## src/rtl/fp_mul_pipe_if.sv

```systemverilog
// Operand/result handshake bundle for the pipelined floating-point multiplier.
// The slave modport is the multiplier side; the master modport is the producer/consumer side.
interface fp_mul_pipe_if #(
  parameter int EXP_W = 8,
  parameter int MAN_W = 23
);
  localparam int W = 1 + EXP_W + MAN_W;

  logic         in_valid;
  logic         in_ready;
  logic [W-1:0] a;
  logic [W-1:0] b;
  logic         out_valid;
  logic         out_ready;
  logic [W-1:0] result;
  logic         overflow;
  logic         underflow;
  logic         invalid;

  modport master (
    output in_valid, a, b, out_ready,
    input  in_ready, out_valid, result, overflow, underflow, invalid
  );

  modport slave (
    input  in_valid, a, b, out_ready,
    output in_ready, out_valid, result, overflow, underflow, invalid
  );
endinterface

```

## src/rtl/fp_mul_pipe.sv

```systemverilog
// Three-stage pipelined floating-point multiplier: classify/multiply, normalise/round, pack.
// Denormal inputs are treated as zero and no denormal results are produced.
module fp_mul_pipe #(
  parameter int EXP_W = 8,
  parameter int MAN_W = 23
) (
  input  logic         clk,
  input  logic         rst_n,
  fp_mul_pipe_if.slave bus
);
  localparam int W  = 1 + EXP_W + MAN_W;
  localparam int EW = EXP_W + 2;
  localparam int PW = 2 * MAN_W + 2;

  localparam logic signed [EW-1:0] BIAS    = {3'b000, {(EXP_W-1){1'b1}}};
  localparam logic signed [EW-1:0] EXP_MAX = {2'b00, {EXP_W{1'b1}}};
  localparam logic signed [EW-1:0] EXP_MIN = {EW{1'b0}};
  localparam logic [EXP_W-1:0]     E_ONES  = {EXP_W{1'b1}};
  localparam logic [EXP_W-1:0]     E_ZERO  = {EXP_W{1'b0}};
  localparam logic [MAN_W-1:0]     F_ZERO  = {MAN_W{1'b0}};

  typedef enum logic [1:0] {
    K_FIN  = 2'd0,
    K_ZERO = 2'd1,
    K_INF  = 2'd2,
    K_NAN  = 2'd3
  } kind_t;

  logic                    stall_s;
  logic [EXP_W-1:0]        ea_s, eb_s;
  logic [MAN_W-1:0]        fa_s, fb_s;
  logic                    za_s, zb_s, ia_s, ib_s, na_s, nb_s;
  kind_t                   kind_s;
  logic signed [EW-1:0]    exp_sum_s;
  logic [PW-1:0]           prod_s;

  logic                    v1_r, sign1_r;
  kind_t                   kind1_r;
  logic signed [EW-1:0]    exp1_r;
  logic [PW-1:0]           prod1_r;

  logic                    msb_s, guard_s, sticky_s, rnd_up_s;
  logic [MAN_W-1:0]        frac_s;
  logic [MAN_W:0]          frac_rnd_s;
  logic signed [EW-1:0]    exp_n_s;

  logic                    v2_r, sign2_r;
  kind_t                   kind2_r;
  logic signed [EW-1:0]    exp2_r;
  logic [MAN_W-1:0]        frac2_r;

  logic [W-1:0]            res_s;
  logic                    ovf_s, unf_s, inv_s;

  logic                    out_valid_r;
  logic [W-1:0]            result_r;
  logic                    overflow_r, underflow_r, invalid_r;

  assign stall_s       = out_valid_r & ~bus.out_ready;
  assign bus.in_ready  = ~stall_s;
  assign bus.out_valid = out_valid_r;
  assign bus.result    = result_r;
  assign bus.overflow  = overflow_r;
  assign bus.underflow = underflow_r;
  assign bus.invalid   = invalid_r;

  assign ea_s = bus.a[W-2:MAN_W];
  assign eb_s = bus.b[W-2:MAN_W];
  assign fa_s = bus.a[MAN_W-1:0];
  assign fb_s = bus.b[MAN_W-1:0];
  assign za_s = (ea_s == E_ZERO);
  assign zb_s = (eb_s == E_ZERO);
  assign ia_s = (ea_s == E_ONES) & (fa_s == F_ZERO);
  assign ib_s = (eb_s == E_ONES) & (fb_s == F_ZERO);
  assign na_s = (ea_s == E_ONES) & (fa_s != F_ZERO);
  assign nb_s = (eb_s == E_ONES) & (fb_s != F_ZERO);

  assign exp_sum_s = $signed({2'b00, ea_s}) + $signed({2'b00, eb_s}) - BIAS;
  assign prod_s    = PW'({1'b1, fa_s}) * PW'({1'b1, fb_s});

  // Operand class with NaN / inf*0 taking precedence over inf, then zero
  always_comb begin
    kind_s = K_FIN;
    if (na_s | nb_s | (ia_s & zb_s) | (za_s & ib_s)) begin
      kind_s = K_NAN;
    end else if (ia_s | ib_s) begin
      kind_s = K_INF;
    end else if (za_s | zb_s) begin
      kind_s = K_ZERO;
    end else begin
      kind_s = K_FIN;
    end
  end

  // Normalise the product to 1.x and pick guard/sticky for round-to-nearest-even
  always_comb begin
    msb_s = prod1_r[PW-1];
    if (msb_s) begin
      frac_s   = prod1_r[PW-2:MAN_W+1];
      guard_s  = prod1_r[MAN_W];
      sticky_s = |prod1_r[MAN_W-1:0];
    end else begin
      frac_s   = prod1_r[PW-3:MAN_W];
      guard_s  = prod1_r[MAN_W-1];
      sticky_s = |prod1_r[MAN_W-2:0];
    end
    rnd_up_s   = guard_s & (sticky_s | frac_s[0]);
    // An all-ones fraction rounding up wraps to zero and carries into the exponent
    frac_rnd_s = {1'b0, frac_s} + {{MAN_W{1'b0}}, rnd_up_s};
    exp_n_s    = exp1_r + $signed({{(EW-1){1'b0}}, msb_s})
                        + $signed({{(EW-1){1'b0}}, frac_rnd_s[MAN_W]});
  end

  // Final packing with range checks; at most one flag per result
  always_comb begin
    res_s = {W{1'b0}};
    ovf_s = 1'b0;
    unf_s = 1'b0;
    inv_s = 1'b0;
    case (kind2_r)
      K_NAN: begin
        res_s = {1'b0, E_ONES, 1'b1, {(MAN_W-1){1'b0}}};
        inv_s = 1'b1;
      end
      K_INF:  res_s = {sign2_r, E_ONES, F_ZERO};
      K_ZERO: res_s = {sign2_r, {(W-1){1'b0}}};
      K_FIN: begin
        if (exp2_r >= EXP_MAX) begin
          res_s = {sign2_r, E_ONES, F_ZERO};
          ovf_s = 1'b1;
        end else if (exp2_r <= EXP_MIN) begin
          res_s = {sign2_r, {(W-1){1'b0}}};
          unf_s = 1'b1;
        end else begin
          res_s = {sign2_r, exp2_r[EXP_W-1:0], frac2_r};
        end
      end
      default: res_s = {W{1'b0}};
    endcase
  end

  // Pipeline registers; every stage holds while the output is stalled
  always_ff @(posedge clk) begin
    if (!rst_n) begin
      v1_r        <= 1'b0;
      sign1_r     <= 1'b0;
      kind1_r     <= K_FIN;
      exp1_r      <= EXP_MIN;
      prod1_r     <= {PW{1'b0}};
      v2_r        <= 1'b0;
      sign2_r     <= 1'b0;
      kind2_r     <= K_FIN;
      exp2_r      <= EXP_MIN;
      frac2_r     <= F_ZERO;
      out_valid_r <= 1'b0;
      result_r    <= {W{1'b0}};
      overflow_r  <= 1'b0;
      underflow_r <= 1'b0;
      invalid_r   <= 1'b0;
    end else if (!stall_s) begin
      v1_r        <= bus.in_valid;
      sign1_r     <= bus.a[W-1] ^ bus.b[W-1];
      kind1_r     <= kind_s;
      exp1_r      <= exp_sum_s;
      prod1_r     <= prod_s;
      v2_r        <= v1_r;
      sign2_r     <= sign1_r;
      kind2_r     <= kind1_r;
      exp2_r      <= exp_n_s;
      frac2_r     <= frac_rnd_s[MAN_W-1:0];
      out_valid_r <= v2_r;
      result_r    <= v2_r ? res_s : {W{1'b0}};
      overflow_r  <= v2_r & ovf_s;
      underflow_r <= v2_r & unf_s;
      invalid_r   <= v2_r & inv_s;
    end
  end
endmodule

```

## src/flat_wrapper.sv

```systemverilog
// flat-port wrapper written by rule: the top's interface ports become plain ports
module fp_mul_pipe_flat 
#(
  parameter int EXP_W = 8,
  parameter int MAN_W = 23
)
  (clk, rst_n, bus_in_valid, bus_a, bus_b, bus_out_ready, bus_in_ready, bus_out_valid, bus_result, bus_overflow, bus_underflow, bus_invalid);
  fp_mul_pipe_if #(.EXP_W(EXP_W), .MAN_W(MAN_W)) bus_i ();
  input  logic clk;
  input  logic rst_n;
  input wire logic [$bits(bus_i.in_valid)-1:0] bus_in_valid;
  input wire logic [$bits(bus_i.a)-1:0] bus_a;
  input wire logic [$bits(bus_i.b)-1:0] bus_b;
  input wire logic [$bits(bus_i.out_ready)-1:0] bus_out_ready;
  output wire logic [$bits(bus_i.in_ready)-1:0] bus_in_ready;
  output wire logic [$bits(bus_i.out_valid)-1:0] bus_out_valid;
  output wire logic [$bits(bus_i.result)-1:0] bus_result;
  output wire logic [$bits(bus_i.overflow)-1:0] bus_overflow;
  output wire logic [$bits(bus_i.underflow)-1:0] bus_underflow;
  output wire logic [$bits(bus_i.invalid)-1:0] bus_invalid;
  assign bus_i.in_valid = bus_in_valid;
  assign bus_i.a = bus_a;
  assign bus_i.b = bus_b;
  assign bus_i.out_ready = bus_out_ready;
  assign bus_in_ready = bus_i.in_ready;
  assign bus_out_valid = bus_i.out_valid;
  assign bus_result = bus_i.result;
  assign bus_overflow = bus_i.overflow;
  assign bus_underflow = bus_i.underflow;
  assign bus_invalid = bus_i.invalid;
  fp_mul_pipe #(.EXP_W(EXP_W), .MAN_W(MAN_W)) u_core (.clk(clk), .rst_n(rst_n), .bus(bus_i));
endmodule
```

## config.mk

```make
export PLATFORM = sky130hd
export DESIGN_NAME = fp_mul_pipe_flat
export DESIGN_NICKNAME = d
export VERILOG_FILES = /design/src/rtl/fp_mul_pipe_if.sv /design/src/rtl/fp_mul_pipe.sv /design/src/flat_wrapper.sv
export SDC_FILE = /design/constraint.sdc
export NUM_CORES = 2
export LEC_CHECK = 0
export ABC_AREA = 1
export CORE_MARGIN = 5
export CORE_UTILIZATION = 30
export CTS_CLUSTER_DIAMETER = 120
export DETAILED_ROUTE_END_ITERATION = 10
export GPL_TIMING_DRIVEN = 0
export MAX_ROUTING_LAYER = met4
export PLACE_DENSITY = 0.55
export SETUP_SLACK_MARGIN = 0.5
export SKIP_LAST_GASP = 1
export SLEW_MARGIN = 15
export SYNTH_ARGS = -nofsm -noshare
export SYNTH_HDL_FRONTEND = slang
export SYNTH_SLANG_ARGS = --single-unit
```

## constraint.sdc

```tcl
create_clock -name clk -period 18.15 [get_ports clk]
set_input_delay 3.63 -clock clk [delete_from_list [all_inputs] [get_ports clk]]
set_output_delay 3.63 -clock clk [all_outputs]
set_load 0.05 [all_outputs]
```

==> flow_results.org <==
** Floorplanning
- Die Outline Area :: 97400 um2
- Starting density of the core :: 30.32%
- Die X-Extent :: approximately 310 um
- Core region area :: 90290 um2
- Floorplan row count :: 110
- In this run the vertical extent of the chip is 312.1 um.
- Pin placement for this block handled 105 I/O pins.

** Routing
- Once detail routing completed, the nets flagged for antenna violations numbered 0.
- Wire length on met1 :: approximately 40000 um
- Detailed-router iteration count before antenna repair :: 5
- Met2 Wirelength :: 44360 um
- The routed layout has 24090 vias.
- The highest layer touched by signal routing is met4.
- For this run, design rule violations remaining after detail routing come to 0.
- DRT iter0 DRCs :: roughly 1800
- In the final routed layout, each cell accounts on average for between 15 and 20 um.
- Using the TritonRoute via totals, the vias-per-cell ratio works out to 4.638.
- After detailed routing, the total wire length is 93630 um.
- Wire segments on met3 add up to 5504 um in the final route.

** GRT
- The via count of the first global-routing pass is 24820.
- Antenna violations before repair :: 3
- First-pass GRT wire length :: roughly 150000 um
- Global routing used between 10% and 20% of the available tracks across all layers.
- After global routing the overflow that remains totals 0.
- Entering global routing, the biggest net connects 17 pins.

** Setup path
- Required time at the endpoint of the critical path :: 18.49 ns
- Kind of critical path :: in -> reg
- The worst setup path is launched from an input port.
- Counting stages on the worst path, the most repeated cell is sky130_fd_sc_hd__inv_1.
- The slowest stage of the critical path belongs to the cell sky130_fd_sc_hd__clkdlybuf4s50_1.
- Of all nets on the critical path, the largest fanout is 10.
- STA classifies the critical path endpoint as a flop.
- Biggest cell delay along the critical path :: ~0.98 ns
- The worst register-to-register path has a depth of 19.
- In this run the critical register-to-register path is captured at u_core.exp2_r[8]$_SDFFE_PN0N_.
- Internal reg-to-reg setup slack :: approximately 15 ns
- For the worst setup path, the data arrival time is between 10 and 15 ns.
- The startpoint identified for the worst register-to-register timing path is u_core.prod1_r[47]$_SDFFE_PN0N_.

** Timing
- After routing, the total negative slack on setup checks comes to 0 ns.
- The number of endpoints with negative hold slack in the final report was 0.
- Min Tclk post-route :: 11.01 ns
- Worst Max-Slew Pin Slew :: 1.182 ns
- Setup violations remaining at the end of the flow were counted as 0.
- Setup repair after global routing missed its margin :: false
- Worst hold margin :: between 0.4 and 0.5 ns
- The max-slew violation total from the final report came to 0.
- Final critical-path setup slack :: 7.144 ns
- Final worst-path cycle share :: a little over 60%
- Max transition margin :: 21.18%
- For the final database, setup skew stands at 0.01634 ns.
- For this run, the top clock speed supported by timing is 90.86 MHz.

** Clocking
- CTS saw 135 sinks.
- CTS tree :: built
- Clock latency on the worst-skew pair :: ~0.43 ns
- Buffer levels on the longest clock path :: 2
- Gates resized, CTS repair :: 0
- Counting the buffers created by CTS gives 17.
- After clock tree synthesis, the flow added hold-fix buffers numbering 0.
- The tree is rooted in a sky130_fd_sc_hd__clkbuf_16.
- Total setup buffers inserted after CTS :: 0
- Clock transition time at the flip-flop clock pins of the worst setup and hold paths :: 0.07 ns
- The H-tree was split into 4 levels.

** Placed design
- The congestion estimate from routability-driven global placement came to 0.9766.
- Total instance count after detailed placement :: roughly 5200
- During placement, the flow inserted port buffers numbering 97.
- Final HPWL from detailed placement :: 77510 um
- Timing analysis after detailed placement gives a worst setup slack of 6.847 ns.

** Min path
- The startpoint identified for the worst hold timing path is u_core.frac2_r[14]$_SDFFE_PN0N_.
- For hold timing, the worst endpoint is u_core.bus.result[14]$_SDFFE_PN0N_.
- Path type of the worst min-delay path :: reg -> reg
- Count of cells along the worst hold path :: 2

** Logic synthesis
- Flip-flop and latch count after synthesis :: between 100 and 150
- Number of enable flip-flop cells after synthesis :: 0
- Library cells used by synthesis :: 38
- Counting every instance in the synthesized netlist gives 3888.
- Dividing the synthesized area by the synthesized cell count gives 7.041 um2.
- Net count after synthesis :: 4624
- Most common flop cell mapped by yosys :: sky130_fd_sc_hd__dfxtp_1
- Counting flops with an async set or reset pin after synthesis yields a share of 0%.
- Synth Warn # :: 0
- After synthesis the cells add up to 27380 um2.
- Register area share after synthesis :: 9.872%

** Final layout
- NumNets Final :: 4740
- Compared with the post-synthesis result, the final layout area differs by 11.07%.
- Most common cell after layout, fill and taps aside :: sky130_fd_sc_hd__inv_1
- The top cell types in the final layout, fill and taps aside, are sky130_fd_sc_hd__inv_1 (1185), sky130_fd_sc_hd__nand2_1 (1065), sky130_fd_sc_hd__fa_1 (484), sky130_fd_sc_hd__ha_1 (184), sky130_fd_sc_hd__nor2_1 (174).
- The finished layout holds 5195 standard cells, fillers aside.
- The post-route netlist has 1.718% of its cells at a drive strength greater than 1.
- Counting the fill cells in the layout gives 9852.

** Run
- Across the run, the number of max-cap violations was 0.

** Status
- The flow ran to the end, and the final reports show no timing, DRC or antenna violations.
metal layers:
metal | vias to the layer above | GRT usage, %
met3 | 157 | 1.842
met1 | 11840 | 25.77
met5 | - | -
met4 | 0 | 6.443
li1 | 11340 | -
met2 | 754 | 33.21
cell type report:
cell class | count | area [um2] | share of cell area [%]
multi-input cells | 2421 | 19650 | 64.61
inverters | 1188 | 4459 | 14.67
flip-flops and latches | 135 | 2703 | 8.888
well taps | 1176 | 1471 | 4.839
repair buffers | 97 | 970.9 | 3.193
plain buffers | 144 | 569.3 | 1.872
clock buffers | 21 | 470.5 | 1.547
clock inverters | 11 | 112.6 | 0.3703
diodes | 2 | 5.005 | 0.01646
synth_stat cells, types with 4 or more instances:
library cell | n | area share [%]
sky130_fd_sc_hd__a21oi_1 | 84 | 1.5
sky130_fd_sc_hd__o211ai_1 | 11 | 0.30
sky130_fd_sc_hd__xnor2_1 | 12 | 0.38
sky130_fd_sc_hd__clkbuf_1 | 132 | 1.8
sky130_fd_sc_hd__o21bai_1 | 44 | 1.2
sky130_fd_sc_hd__nor3_1 | 13 | 0.24
sky130_fd_sc_hd__nand4_1 | 34 | 0.78
sky130_fd_sc_hd__buf_2 | 5 | 0.091
sky130_fd_sc_hd__xor2_1 | 32 | 1.0
sky130_fd_sc_hd__nand2_1 | 1065 | 15
sky130_fd_sc_hd__nand3_1 | 122 | 2.2
sky130_fd_sc_hd__o21ai_2 | 4 | 0.13
sky130_fd_sc_hd__o21ai_0 | 106 | 1.9
sky130_fd_sc_hd__o21ai_1 | 15 | 0.27
sky130_fd_sc_hd__nor2_2 | 7 | 0.16
sky130_fd_sc_hd__inv_1 | 1185 | 16
sky130_fd_sc_hd__nor2_1 | 174 | 2.4
sky130_fd_sc_hd__nor4_1 | 4 | 0.091
sky130_fd_sc_hd__fa_1 | 484 | 35
sky130_fd_sc_hd__ha_1 | 184 | 8.4
sky130_fd_sc_hd__or2_2 | 11 | 0.25
sky130_fd_sc_hd__dfxtp_1 | 135 | 9.9
worst max-delay path by stage:
stage | from | end | slack, ns | cells after the start
3_5_place_dp | bus_b[8] | u_core.prod1_r[39]$_SDFFE_PN0N_ | 6.85 | 27
6_report | bus_b[8] | u_core.prod1_r[39]$_SDFFE_PN0N_ | 7.14 | 29
2_1_floorplan | bus_b[0] | u_core.prod1_r[45]$_SDFFE_PN0N_ | 8.87 | 29
3_3_place_gp | bus_b[8] | u_core.prod1_r[39]$_SDFFE_PN0N_ | 6.84 | 27
4_1_cts | bus_b[8] | u_core.prod1_r[39]$_SDFFE_PN0N_ | 7.27 | 29
5_1_grt | bus_a[9] | u_core.prod1_r[46]$_SDFFE_PN0N_ | 6.84 | 29
flip-flops by register name, summed over array words and instances, names as in the netlist, 2 cells and up:
signal,cells
u_core.kind2_r,2
u_core.exp2_r,10
u_core.exp1_r,10
u_core.kind1_r,2
u_core.bus.result,32
u_core.frac2_r,23
u_core.prod1_r,48
kinds of logic (layout without fill, tap and decap cells):
kind of cell / count (synthesis) / count (layout) / share of synthesized area (%)
AO/OA/AOI/OAI: 271 / 271 / 5.576
other: 0 / 2 / 0
adder cells (fa/ha/maj): 668 / 668 / 43.80
buffers and inverters: 1332 / 1461 / 18.37
XOR/XNOR: 44 / 44 / 1.408
AND/OR/NAND/NOR: 1438 / 1438 / 20.97
flip-flops: 135 / 135 / 9.872
per-stage QoR:
step	utilization, %	cell area [um2]
after global routing	33.68	30410
after floorplan	-	27380
after detailed placement	33.03	29820
after global placement	33.03	29820
after CTS	33.67	30400
final	33.68	30410
worst max-delay path: cells and delay by family:
kind | cells | cell delay, ns
fa+ha+maj | 8 | 3.91
buf+inv | 11 | 2.37
simple gates | 10 | 1.43
Power is not shown: default switching activity piles up to over one toggle a cycle in this logic, so the estimate is an artifact.
